### config.mk
export PLATFORM = sky130hd
export DESIGN_NAME = fetch_stage
export DESIGN_NICKNAME = d
export VERILOG_FILES = /design/src/rtl/fetch_stage.sv
export SDC_FILE = /design/constraint.sdc
export NUM_CORES = 1
export LEC_CHECK = 0
export BUFFER_PORTS_ARGS = -buffer_cell sky130_fd_sc_hd__buf_2
export CAP_MARGIN = 20
export CORE_MARGIN = 5
export CORE_UTILIZATION = 44
export DETAILED_ROUTE_END_ITERATION = 8
export PLACE_DENSITY = 0.86
export SLEW_MARGIN = 20
export SYNTH_ARGS = -nofsm -noshare
export SYNTH_HDL_FRONTEND = slang
export SYNTH_SLANG_ARGS = --single-unit
### constraint.sdc
create_clock -name clk -period 2.41 [get_ports clk]
set_clock_uncertainty 0.15 [all_clocks]
set_input_delay 0.241 -clock clk [delete_from_list [all_inputs] [get_ports clk]]
set_output_delay 0.241 -clock clk [all_outputs]
set_load 0.02 [all_outputs]
### src/rtl/fetch_stage.sv
// ---------------------------------------------------------------------------
// fetch_stage
//   Instruction-fetch stage. Owns the word-addressed PC, presents it to a
//   combinational instruction memory and registers the returned word plus its
//   PC into the IF/ID pipeline register. Sits in IDLE after reset until start,
//   then fetches every cycle, honouring redirect (highest priority) and stall.
//
// Ports
//   clk, rst       rising-edge clock, asynchronous active-high reset
//   start          IDLE -> RUN
//   stall          hold PC and IF/ID (RUN only)
//   redirect       load redirect_pc (mod IMEM_DEPTH), squash IF/ID (RUN only)
//   redirect_pc    redirect target, word address
//   imem_addr      word address to instruction memory (copy of PC)
//   imem_data      instruction for imem_addr, combinational
//   if_id_instr    registered instruction
//   if_id_pc       PC of if_id_instr
//   if_id_valid    if_id_instr is a real fetched instruction
//   running        FSM is in RUN
//   fetch_count    saturating count of captured instructions
// ---------------------------------------------------------------------------
module fetch_stage #(
    parameter int IMEM_DEPTH = 256,
    parameter int RESET_PC   = 0
) (
    input  logic        clk,
    input  logic        rst,
    input  logic        start,
    input  logic        stall,
    input  logic        redirect,
    input  logic [31:0] redirect_pc,
    output logic [31:0] imem_addr,
    input  logic [31:0] imem_data,
    output logic [31:0] if_id_instr,
    output logic [31:0] if_id_pc,
    output logic        if_id_valid,
    output logic        running,
    output logic [15:0] fetch_count
);

    localparam int            AW     = $clog2(IMEM_DEPTH);
    localparam logic [AW-1:0] PC_RST = AW'(RESET_PC);

    typedef enum logic {IDLE, RUN} state_t;

    state_t        state, state_nxt;
    logic [AW-1:0] pc;
    logic [AW-1:0] pc_inc;

    // Redirect target bits above the memory index are dropped (mod depth).
    logic unused_redirect_hi;
    assign unused_redirect_hi = ^redirect_pc[31:AW];

    // Power-of-two depth: natural AW-bit overflow gives the modulo wrap.
    assign pc_inc = pc + AW'(1);

    always_ff @(posedge clk or posedge rst) begin
        if (rst) state <= IDLE;
        else     state <= state_nxt;
    end

    always_comb begin
        state_nxt = state;
        case (state)
            IDLE:    if (start) state_nxt = RUN;
            RUN:     state_nxt = RUN;
            default: state_nxt = IDLE;
        endcase
    end

    always_ff @(posedge clk or posedge rst) begin
        if (rst) begin
            pc          <= PC_RST;
            if_id_instr <= 32'h0;
            if_id_pc    <= 32'h0;
            if_id_valid <= 1'b0;
            fetch_count <= 16'h0;
        end else if (state == RUN) begin
            if (redirect) begin
                // Squash the word fetched this cycle; it is on the wrong path.
                pc          <= redirect_pc[AW-1:0];
                if_id_instr <= 32'h0;
                if_id_pc    <= 32'h0;
                if_id_valid <= 1'b0;
            end else if (!stall) begin
                pc          <= pc_inc;
                if_id_instr <= imem_data;
                if_id_pc    <= {{(32-AW){1'b0}}, pc};
                if_id_valid <= 1'b1;
                if (fetch_count != 16'hFFFF)
                    fetch_count <= fetch_count + 16'd1;
            end
        end
    end

    assign imem_addr = {{(32-AW){1'b0}}, pc};
    assign running   = (state == RUN);

endmodule

==> metrics <==
status completed; CTS Sinks 66; most common cell after layout, fill and taps aside buf_2; CP top delay family simple AND/OR/NAND/NOR gates; NetSw 0.980 mW; crit start category register; # diodes 0; Root Buffer clkbuf_8; P_leak 2.22 nW; Internal 2.02 mW; Slew @ Worst Pin 633 ps; IR drop worst, VDD 0.282 mV; Seq/Total Area, Yosys 0.522; Tightest Hold Check Type primary input to register; largest net degree at the start of global routing 39; DR pass1 iterations 4; critical path class register to register; Finished Layout Cells 534; period utilisation layout 0.891; Fin Setup TNS 0 ps; I/O Buffers 110; Avg WL per Cell 15.1 um; gr ovfl total 0; unrepaired setup endpoints after global routing false; Rows 31; crit path DAT 2220 ps; Final nets 501; Placeable Area 0.00714 mm^2; Die Y 94.8 um; drt drc 0; number of enable flip-flop cells after synthesis 0; Peak Freq 466 MHz; Synth Cell Area 0.00317 mm^2; Final HPWL DP 5400 um; critical path cell sequence nand4_4 > or4_1 > and2_4 > mux2_4; CP Max Fanout 7; die extent in x 94.8 um; count of cell types in the netlist 46; clock network power share 0.314; CTS tree yes; Final ANT Viol Nets 0; syn avg cell area 11.2 um^2; pwr/cell area 710 mW/mm^2; gr usage total 0.187; GP Congestion 0.785; initial antenna violation count 0; number of global-route vias before repair 2596; switch share 0.327; Slew headroom 0.578; H-tree level count 3; critical path data required time 2480 ps; Slowest-stage cell, CP or4_1; Hold Violations, Final 0; Vias/cell 4.84; Crit. End Element register; die area 0.00899 mm^2; Syn Inst Count 282; initial core utilization 0.444; fraction of layout cells with a size suffix above 1 0.336; Placed Cells 484; Synth Flop Type dfrtp_1; most frequent cells in the layout 110 x buf_2, 66 x dfrtp_1, 48 x conb_1; Worst-path clk slew 80 ps; Seq cells post-synth 66; Detailed Route Iter0 Violations 98; # IOs 183; synth warn 0; min Tclk post-route 2150 ps; clk buf depth 2; Max Cap Viol 0; Flop pwr share 0.453; Final Max Tran Viols 0; Setup Viol. Count Final 0; first-pass GRT wire length 12800 um; drt total wl 8090 um; vias post-DR 2582; Setup Buffers After CTS 0; Comb pwr share 0.233; asr flop ratio synth 1.00; clock latency on the worst-skew pair 340 ps; Buffers & Inverters on Critical Path 0; area grow syn2layout 33.5%; crit-path max cell delay 690 ps; TritonCTS Buffers 9
==> worst paths after layout <==
kind / start / end / slack [ps] / cells after the start
worst min-delay path: redirect_pc[0] / pc[0]$_DFFE_PP0P_ / 30 / 3
worst max-delay path: fetch_count[3]$_DFFE_PP0P_ / fetch_count[1]$_DFFE_PP0P_ / 260 / 4
worst min register to register: if_id_valid$_DFFE_PP0P_ / if_id_valid$_DFFE_PP0P_ / 320 / 2
min in group asynchronous: rst / if_id_instr[16]$_DFFE_PP0P_ / 380 / 3
worst max register to register: fetch_count[3]$_DFFE_PP0P_ / fetch_count[1]$_DFFE_PP0P_ / 260 / 4
max in group asynchronous: rst / if_id_instr[6]$_DFFE_PP0P_ / 1100 / 4
==> sequential cells by signal, summed over array words and instances, names as in the netlist <==
register	cells
running	1
if_id_instr	32
if_id_pc	8
fetch_count	16
pc	8
if_id_valid	1
==> kinds of logic after synthesis <==
family          count (synthesis)  share of synthesized area
simple gates                   63                      0.118
compound gates                 68                      0.167
other cells                     1                    0.00118
xor+xnor                       10                     0.0277
buf+inv                        68                      0.142
flops                          66                      0.522
mux                             4                     0.0150
fa+ha+maj                       2                    0.00790
==> what timing repair did <==
action | CTS | global route
gates resized for setup | 0 | 0
hold buffers | 34 | 0
hold endpoints to repair | 61 | 0
==> cells in the mapped netlist, drive strengths merged, types with 2 or more instances <==
master / n / area (um^2)
xnor2: 8 / 70.1
dfrtp: 66 / 1650
nand3: 6 / 30.0
nand4: 10 / 77.6
clkbuf: 13 / 48.8
a22o: 38 / 333
ha: 2 / 25.0
or4: 2 / 18.8
buf: 50 / 383
inv: 5 / 18.8
a31oi: 2 / 12.5
nor2: 14 / 55.1
a21oi: 4 / 20.0
mux2: 3 / 37.5
xor2: 2 / 17.5
nand2: 12 / 45.0
o21ai: 11 / 55.1
and2: 2 / 15.0
o2bb2ai: 2 / 17.5
a22oi: 4 / 30.0
o21bai: 2 / 15.0
and3: 7 / 43.8
==> per-stage QoR <==
stage	area, um^2	hold WS [ps]	setup WS, ps	power, mW	utilization
after global placement	3680	197	346	2.00	0.516
after CTS	4230	6.18	264	3.03	0.592
final	4230	25.8	262	3.00	0.592
after floorplan	3340	200	205	1.85	-
after detailed placement	3680	206	287	2.03	0.516
after global routing	4230	7.84	165	3.17	0.592
==> power by group through the flow <==
stage | combinational, mW | sequential, mW | clock, mW
global route | 0.764 | 1.38 | 1.03
detailed placement | 0.657 | 1.38 | 0
CTS | 0.700 | 1.36 | 0.971
global placement | 0.638 | 1.37 | 0
finish | 0.700 | 1.36 | 0.941
floorplan | 0.352 | 1.50 | 0
==> worst register-to-register path, delay by kind of cell, from the launching register on <==
| family | cells | cell delay [ps] |
|---|---|---|
| muxes | 1 | 290 |
| and+or+nand+nor | 3 | 1100 |
| DFF | 1 | 490 |
==> layer usage <==
metal  track usage  routed length, um  vias up
met2         0.308               4040      125
met3        0.0693                743       19
li1              -                  -     1213
met1         0.213               3080     1225
met5             0                  0        -
met4        0.0901                221        0
==> final cells by class <==
type | instances | area, um^2
repair buffers | 153 | 971
well taps | 99 | 124
multi-input cells | 195 | 1260
inverters | 5 | 18.8
fillers | 594 | 2910
flip-flops and latches | 66 | 1650
clock inverters | 5 | 52.6
clock buffers | 11 | 151
Power figures use the tool's default switching activity.
